[config.mk]
export PLATFORM = sky130hd
export DESIGN_NAME = pwm_duty_ramp_flat
export DESIGN_NICKNAME = d
export VERILOG_FILES = /design/src/rtl/pwm_pkg.sv /design/src/rtl/pwm_duty_ramp_if.sv /design/src/rtl/pwm_period_timer.sv /design/src/rtl/pwm_duty_ramp.sv /design/src/flat_wrapper.sv
export SDC_FILE = /design/constraint.sdc
export NUM_CORES = 1
export LEC_CHECK = 0
export BUFFER_PORTS_ARGS = -buffer_cell sky130_fd_sc_hd__buf_2
export CAP_MARGIN = 20
export CORE_MARGIN = 2
export CORE_UTILIZATION = 61
export CTS_BUF_LIST = sky130_fd_sc_hd__clkbuf_8 sky130_fd_sc_hd__clkbuf_16
export DETAILED_ROUTE_END_ITERATION = 10
export PLACE_DENSITY_LB_ADDON = 0.08
export SYNTH_ARGS = -nofsm -noshare
export SYNTH_HDL_FRONTEND = slang
export SYNTH_SLANG_ARGS = --single-unit
[constraint.sdc]
create_clock -name clk -period 2.7 [get_ports clk]
set_input_delay 0.27 -clock clk [delete_from_list [all_inputs] [get_ports clk]]
set_output_delay 0.27 -clock clk [all_outputs]
set_load 0.02 [all_outputs]
[src/rtl/pwm_pkg.sv]
// rtl/pwm_pkg.sv - shared phase encoding, default duty width and gamma table for the PWM duty path
package pwm_pkg;

    localparam int DUTY_W = 4;

    typedef enum logic [2:0] {
        IDLE    = 3'd0,
        RISE    = 3'd1,
        HOLD_HI = 3'd2,
        FALL    = 3'd3,
        HOLD_LO = 3'd4
    } phase_e;

    // Entry i lives in bits [4*i +: 4]; entry 0 is the least significant nibble.
    localparam logic [63:0] GAMMA_LUT = {
        4'd15, 4'd12, 4'd10, 4'd8, 4'd6, 4'd5, 4'd4, 4'd3,
        4'd2,  4'd2,  4'd1,  4'd1, 4'd1, 4'd0, 4'd0, 4'd0
    };

    function automatic logic [3:0] gamma_lookup(input logic [3:0] lin);
        return GAMMA_LUT[int'(lin) * 4 +: 4];
    endfunction

endpackage

[src/rtl/pwm_duty_ramp_if.sv]
// rtl/pwm_duty_ramp_if.sv - enable in, duty/phase/period_start out of the duty ramp
interface pwm_duty_ramp_if #(
    parameter int WIDTH = 4
) ();
    logic             enable;
    logic [WIDTH-1:0] duty;
    logic             period_start;
    logic [2:0]       phase;

    modport master (
        output enable,
        input  duty,
        input  period_start,
        input  phase
    );

    modport slave (
        input  enable,
        output duty,
        output period_start,
        output phase
    );
endinterface

[src/rtl/pwm_period_timer.sv]
// rtl/pwm_period_timer.sv - 2^WIDTH-cycle period counter shared with the PWM so both agree on boundaries
module pwm_period_timer #(
    parameter int WIDTH = 4
) (
    input  logic clk,
    input  logic rst,
    input  logic clear,
    input  logic running,
    output logic tick,
    output logic period_start
);
    logic [WIDTH-1:0] pcnt;

    always_ff @(posedge clk) begin
        if (rst || clear) begin
            pcnt <= '0;
        end else begin
            pcnt <= pcnt + WIDTH'(1);
        end
    end

    assign tick         = (pcnt == {WIDTH{1'b1}});
    assign period_start = running && (pcnt == '0);
endmodule

[src/rtl/pwm_duty_ramp.sv]
// rtl/pwm_duty_ramp.sv - breathing duty ramp (rise, hold high, fall, hold low); PWM_DUTY_RAMP_GAMMA_EN adds a registered gamma LUT
module pwm_duty_ramp
    import pwm_pkg::*;
#(
    parameter int WIDTH        = DUTY_W,
    parameter int STEP_PERIODS = 2,
    parameter int HOLD_PERIODS = 4
) (
    input  logic             clk,
    input  logic             rst,
    pwm_duty_ramp_if.slave   bus
);
    localparam logic [WIDTH-1:0] DMAX      = {WIDTH{1'b1}};
    localparam logic [WIDTH-1:0] ONE       = WIDTH'(1);
    localparam logic [15:0]      STEP_LAST = 16'(STEP_PERIODS - 1);
    localparam logic [15:0]      HOLD_LAST = 16'(HOLD_PERIODS - 1);

    phase_e           state_q, state_d;
    logic [WIDTH-1:0] duty_q, duty_d;
    logic [15:0]      scnt_q, scnt_d, hcnt_q, hcnt_d;
    logic             tick, lin_period_start, running, clear, step, hold_done;

    assign running = (state_q != IDLE);
    // Clear when idle or about to go idle so the first RISE period starts at pcnt=0.
    assign clear   = !running || !bus.enable;

    pwm_period_timer #(.WIDTH(WIDTH)) u_timer (
        .clk          (clk),
        .rst          (rst),
        .clear        (clear),
        .running      (running),
        .tick         (tick),
        .period_start (lin_period_start)
    );

    assign step      = tick && (scnt_q == STEP_LAST);
    assign hold_done = tick && (hcnt_q == HOLD_LAST);

    always_ff @(posedge clk) begin
        if (rst) begin
            state_q <= IDLE;
            duty_q  <= '0;
            scnt_q  <= '0;
            hcnt_q  <= '0;
        end else begin
            state_q <= state_d;
            duty_q  <= duty_d;
            scnt_q  <= scnt_d;
            hcnt_q  <= hcnt_d;
        end
    end

    always_comb begin
        state_d = state_q;
        duty_d  = duty_q;
        scnt_d  = scnt_q;
        hcnt_d  = hcnt_q;
        if (!bus.enable) begin
            state_d = IDLE;
            duty_d  = '0;
            scnt_d  = '0;
            hcnt_d  = '0;
        end else begin
            case (state_q)
                IDLE: begin
                    state_d = RISE;
                    duty_d  = '0;
                    scnt_d  = '0;
                    hcnt_d  = '0;
                end
                RISE: begin
                    if (tick) scnt_d = step ? '0 : scnt_q + 16'd1;
                    if (step) begin
                        duty_d = duty_q + ONE;
                        if (duty_q == DMAX - ONE) begin
                            state_d = HOLD_HI;
                            hcnt_d  = '0;
                        end
                    end
                end
                HOLD_HI: begin
                    if (tick) hcnt_d = hold_done ? '0 : hcnt_q + 16'd1;
                    if (hold_done) begin
                        state_d = FALL;
                        scnt_d  = '0;
                    end
                end
                FALL: begin
                    if (tick) scnt_d = step ? '0 : scnt_q + 16'd1;
                    if (step) begin
                        duty_d = duty_q - ONE;
                        if (duty_q == ONE) begin
                            state_d = HOLD_LO;
                            hcnt_d  = '0;
                        end
                    end
                end
                HOLD_LO: begin
                    if (tick) hcnt_d = hold_done ? '0 : hcnt_q + 16'd1;
                    if (hold_done) begin
                        state_d = RISE;
                        scnt_d  = '0;
                    end
                end
                default: begin
                    state_d = IDLE;
                    duty_d  = '0;
                    scnt_d  = '0;
                    hcnt_d  = '0;
                end
            endcase
        end
    end

    assign bus.phase = state_q;

`ifdef PWM_DUTY_RAMP_GAMMA_EN
    if (WIDTH != 4) begin : g_gamma_width_check
        $error("PWM_DUTY_RAMP_GAMMA_EN requires WIDTH == 4");
    end

    logic [WIDTH-1:0] duty_gamma;
    logic             period_start_q;

    // Period start is delayed with the LUT so it still marks the cycle the duty changes.
    always_ff @(posedge clk) begin
        if (rst) begin
            duty_gamma     <= '0;
            period_start_q <= 1'b0;
        end else begin
            duty_gamma     <= gamma_lookup(duty_q);
            period_start_q <= lin_period_start;
        end
    end

    assign bus.duty         = duty_gamma;
    assign bus.period_start = period_start_q;
`else
    assign bus.duty         = duty_q;
    assign bus.period_start = lin_period_start;
`endif
endmodule

[src/flat_wrapper.sv]
// flat-port wrapper written by rule: the top's interface ports become plain ports
module pwm_duty_ramp_flat import pwm_pkg::*;
#(
    parameter int WIDTH        = DUTY_W,
    parameter int STEP_PERIODS = 2,
    parameter int HOLD_PERIODS = 4
)
  (clk, rst, bus_enable, bus_duty, bus_period_start, bus_phase);
  pwm_duty_ramp_if #(.WIDTH(WIDTH)) bus_i ();
  input  logic clk;
  input  logic rst;
  input wire logic [$bits(bus_i.enable)-1:0] bus_enable;
  output wire logic [$bits(bus_i.duty)-1:0] bus_duty;
  output wire logic [$bits(bus_i.period_start)-1:0] bus_period_start;
  output wire logic [$bits(bus_i.phase)-1:0] bus_phase;
  assign bus_i.enable = bus_enable;
  assign bus_duty = bus_i.duty;
  assign bus_period_start = bus_i.period_start;
  assign bus_phase = bus_i.phase;
  pwm_duty_ramp #(.WIDTH(WIDTH), .STEP_PERIODS(STEP_PERIODS), .HOLD_PERIODS(HOLD_PERIODS)) u_core (.clk(clk), .rst(rst), .bus(bus_i));
endmodule
Word level (Yosys, flattened, before mapping)
Index checks and enable logic that the tools add are counted.
Widths: inputs -> output; s select.
- equality and inequality tests: 18
- bitwise logic cells: 2
- muxes and demuxes: 21
- add/sub/neg operators: 5
- reductions and logical operators: 17
- operators with widths (kind ; count):
    $mux 16 ; 9
    $pmux 16 s3 ; 1
    $add 16x1->16 const B ; 2
    $pmux 16 s2 ; 1
    $mux 3 ; 6
    $ne 2x1->1 const B ; 9
    $eq 16x1->1 const B ; 1
    $eq 16x2->1 const B ; 1
    $pmux 3 s5 ; 1
    $pmux 4 s3 ; 1
    $add 4x1->4 const B ; 2
    $eq 4x4->1 const B ; 2
    $mux 4 ; 2
    $eq 3x2->1 const B ; 2
    $reduce_and 6->1 ; 1
    $reduce_or 2->1 ; 3
    $reduce_and 5->1 ; 1
    $eq 4x1->1 const B ; 1
    $logic_not 4->1 ; 1
    $sub 4x1->4 const B ; 1
    $eq 3x1->1 const B ; 1
    $eq 3x3->1 const B ; 1
    $logic_and 1x1->1 ; 3
    $logic_not 3->1 ; 1
    other kinds (6) ; 9
- output and inout bits: 8
- word-level logic and storage cells: 68
- register bits: 43
- input port bits: 3

Depth between registers and ports, before layout
- depth after elaboration: 5
- mapped depth: 9
- gate-level depth less buffers: 7

Hierarchy
A second synthesis with hierarchy kept.
- cells, all modules: 295
- area, all modules: 2466.1 um^2
- by module, submodules not included (module ; area an instance (um^2) ; seq. area each (um^2) ; instances ; cells an instance):
    pwm_duty_ramp ; 2278.4 ; 780.7 ; 1 ; 277
    pwm_period_timer ; 187.7 ; 80.1 ; 1 ; 18

Worst setup path after synthesis
Ideal clock, no wire load.
- path kind: flip-flop to flip-flop
- from: register u_core.hcnt_q[0]
- to: register u_core.scnt_q[10]
- required time: 2562 ps
- library setup time: 138 ps
- path buffers: 1
- arrival time: 2100 ps
- slack: 461 ps
- period minus slack after synthesis: 2239 ps
- stages on the path, launching flop included: 8
- cell sequence: dfxtp_1 ha_1 or3b_2 nor4_4 a21oi_2 buf_2 o41ai_1 a21oi_1
- cells in the longest elaborated chain, start to end: 4
- RTL lines (element ; RTL line ; source):
    start, declared ; pwm_duty_ramp.sv:20 ; logic [15:0] scnt_q, scnt_d, hcnt_q, hcnt_d;
    start signal, assigned ; pwm_duty_ramp.sv:49 ; hcnt_q <= hcnt_d;
    $eq 16x2->1 ; pwm_duty_ramp.sv:37 ; assign hold_done = tick && (hcnt_q == HOLD_LAST);
    $logic_and 1x1->1 ; pwm_duty_ramp.sv:37 ;
    $ne 2x1->1 (no line) ; -- ;
    $reduce_and 2->1 (no line) ; -- ;
    end signal, assigned ; pwm_duty_ramp.sv:48 ; scnt_q <= scnt_d;
    end, declared ; pwm_duty_ramp.sv:20 ;
Every way passes these cells.
A chain may end at the register's enable or synchronous reset.

Worst setup path in the final report
- from: register u_core.hcnt_q[0]
- to: register u_core.scnt_q[15]
Same word-level chain as after synthesis.

==> impl_metrics.csv <==
group,metric,value,unit
synthesis,synthFlopType,"dfxtp_1",
route,ant_nets,0,
final_layout,postLayoutCoreUtil,69.2,%
final_layout,final_nets,325,
route,vias,2361,
final_layout,antenna_cells,0,
worst_setup_path,worst_path_max_delay_cell,"or4_1",
flow_run,maxCapViolations,0,
timing,grt_setup_unrepaired,"false",
clock_network,cts_resized,0,
timing,fmax,0.415,GHz
clock_network,cts_tree,"done",
global_routing,grt_util_met1,34.9,%
floorplan,die_area,4580,µm²
timing,worst_slew_pin_slew,0.820,ns
floorplan,die_h,67.6,µm
timing,fin_crit,2.41,ns
global_routing,grt.busiest_layer,"met2",
worst_setup_path,cp_slowest_stage_delay,0.55,ns
synthesis,yosysWarnings,0,
floorplan,ios,11,
timing,setup_violations,0,
placement,dp_hpwl,4080,µm
power,peakVddDrop,0.000289,V
worst_setup_path,cp_max_fo,19,
power,powerDensity,428,nW/µm²
global_routing,met2_usage,45.1,%
route,post-route-drc-count,0,
synthesis,syn-num-nets,311,
route,drtIter0Drc,138,
power,cellLeakagePower,0.888,nW
timing,finalMaxSlewViolations,0,
clock_network,clkSlewWorstSetupHoldPaths,0.08,ns
floorplan,core_area,3940,µm²
clock_network,htreeDepth,2,
synthesis,syn_inst,299,
worst_setup_path,crit_chain,"ha_1 > or3b_2 > nor4_4 > a21oi_2 > or4_1 > a21oi_1",
worst_setup_path,arrival,2.65,ns
route,wire_per_inst,15.4,µm
placement,place_ws,0.287,ns
floorplan,start_util,62.7,%
worst_setup_path,reg2regPathDepth,6,
worst_setup_path,cp-end-kind,"flip-flop",
final_layout,regArea,861,µm²
worst_hold_path,hold_path_class,"input pin to flip-flop",
route,drt_first_pass_iters,4,
timing,finalHoldViolations,0,
synthesis,ys_seq_area_share,34.8,%
clock_network,worstSkewPairLatency,0.30,ns
synthesis,netlist-cell-type-count,53,
synthesis,synth_edf_count,0,
global_routing,grt_pass1_vias,2084,
final_layout,fillers,338,
route,vias_per_cell,6.49,
worst_setup_path,path_class,"flip-flop to flip-flop",
clock_network,hold_buffers,0,
clock_network,cts.sink_count,43,
synthesis,synth_area_per_cell,8.26,µm²
placement,place.gp.congestion,0.857,
timing,setup_slack,0.288,ns
floorplan,num_rows,23,
global_routing,grt_remaining_overflow,0,
global_routing,grt_util_met3,4.83,%
global_routing,antenna_found_initial,0,
final_layout,drive_gt1_share,12.7,%
synthesis,synthArstFlopShare,0,%
clock_network,numCtsBuffers,5,
clock_network,post_cts_buffers,0,
synthesis,synth_seq_cells,43,
global_routing,grt_max_degree,23,
final_layout,area_delta_synth_final,10.4,%
clock_network,cts_max_path_buffers,2,
timing,layout_worst_path_cycle_share,89.3,%
worst_setup_path,cp_data_required_time,2.94,ns
final_layout,multi_input_area,1500,µm²
timing,skew,0.00342,ns
outcome,status,"finished clean",
timing,relSlewSlack,45.3,%
clock_network,cts_root_buf,"clkbuf_8",
timing,finalSetupTns,0,ns
synthesis,synth_area,2470,µm²
worst_setup_path,crit_path_start_kind,"flip-flop",
placement,port_buffers,10,
global_routing,grt_pass1_wl,9550,µm
global_routing,grt_use_total,27.1,%
floorplan,die_w,67.6,µm
route,totalWireLength,5620,µm
worst_hold_path,holdPathStages,4,
## through the flow
stage | cell area, µm² | power [mW] | hold slack [ns] | instances
2_1_floorplan | 2470 | 0.701 | 0.430 | 299
3_3_place_gp | 2630 | 0.721 | 0.446 | 356
3_5_place_dp | 2630 | 0.723 | 0.457 | 356
4_1_cts | 2730 | 1.18 | 0.418 | 364
5_1_grt | 2730 | 1.21 | 0.432 | 364
6_report | 2730 | 1.17 | 0.418 | 364
## logic make-up (layout without fill, tap and decap cells)
kind of cell             Yosys count  count (layout)  share of synthesized area [%]
AND/OR/NAND/NOR                  128             128                           31.1
AO/OA/AOI/OAI                     84              84                           22.5
flip-flops                        43              43                           34.8
buffers and inverters             28              43                           4.46
adder cells (fa/ha/maj)            9               9                           4.56
XOR/XNOR                           6               6                           2.13
multiplexers                       1               1                          0.456
## sequential cells by signal, indices dropped and copies added, names as in the netlist
register             flops
u_core.bus.phase         3
u_core.scnt_q           16
u_core.hcnt_q           16
u_core.bus.duty          4
u_core.u_timer.pcnt      4
## metal layers
metal	vias up	wire length, µm
met5	-	0
met4	0	87
met3	7	202
met2	44	2750
met1	1131	2570
li1	1179	-
## worst max-delay path, delay by kind of cell, from the launching register on
family	cells	cell delay, ns
adder cells (fa/ha/maj)	1	0.20
AND/OR/NAND/NOR	3	1.36
AO/OA/AOI/OAI	2	0.39
flip-flops	1	0.40
## worst paths after layout
check	to	slack, ns	from
worst max-delay path	u_core.scnt_q[15]	0.29	u_core.hcnt_q[0]
worst min-delay path	u_core.scnt_q[9]	0.42	rst
worst max register to register	u_core.scnt_q[15]	0.29	u_core.hcnt_q[0]
worst min register to register	u_core.u_timer.pcnt[0]	0.47	u_core.u_timer.pcnt[0]
## report_power, final
part	internal [mW]	switching, mW	leakage, nW	total (mW)
clock	0.233	0.226	0.0505	0.459
combinational	0.0229	0.0456	0.491	0.0684
sequential	0.636	0.00426	0.347	0.640
total	0.891	0.276	0.888	1.17
## Yosys cell counts (all sizes together), types with 2 or more instances
master   instances  area (µm²)
nand4b           3        26.3
xnor2            2        17.5
xor2             4        35.0
or4b             3        30.0
a41oi            2        17.5
nand2           20        75.1
nor2b            3        18.8
o21ai           12        60.1
nor3b            4        30.0
buf              5        23.8
a32o             4        40.0
clkbuf          10        37.5
a21oi           33         169
dfxtp           43         861
and3             4        25.0
or3              6        37.5
o31ai           17         133
a21o             2        15.0
nor4b            3        26.3
nor2            14        52.6
inv             13        48.8
a211oi           2        20.0
nor4             7        58.8
or4             19         146
nand4            8        50.1
nor3             9        45.0
nand2b           4        25.0
a31oi            2        12.5
ha               9         113
o2bb2ai          2        17.5
nand3           16        80.1
## layout by cell type (no fill, tap or decap), types with 4 or more instances in the layout
| master | count |
|---|---|
| a21oi_1 | 32 |
| a32o_1 | 4 |
| and3_1 | 4 |
| buf_2 | 10 |
| buf_4 | 11 |
| clkbuf_8 | 7 |
| dfxtp_1 | 43 |
| ha_1 | 9 |
| inv_1 | 13 |
| nand2_1 | 20 |
| nand2b_1 | 4 |
| nand3_1 | 16 |
| nand4_1 | 8 |
| nor2_1 | 14 |
| nor3_1 | 9 |
| nor3b_1 | 4 |
| nor4_1 | 6 |
| o21ai_0 | 11 |
| o31ai_1 | 16 |
| or3_1 | 6 |
| or4_1 | 18 |
| xor2_1 | 4 |
## layout make-up
cell class	count	area share, %
well taps	50	2.29
multi-input cells	228	55.0
clock inverters	1	0.275
inverters	13	1.79
clock buffers	7	3.53
repair buffers	22	5.59
flip-flops and latches	43	31.5
Note: power is estimated with default switching activity, not from simulation.
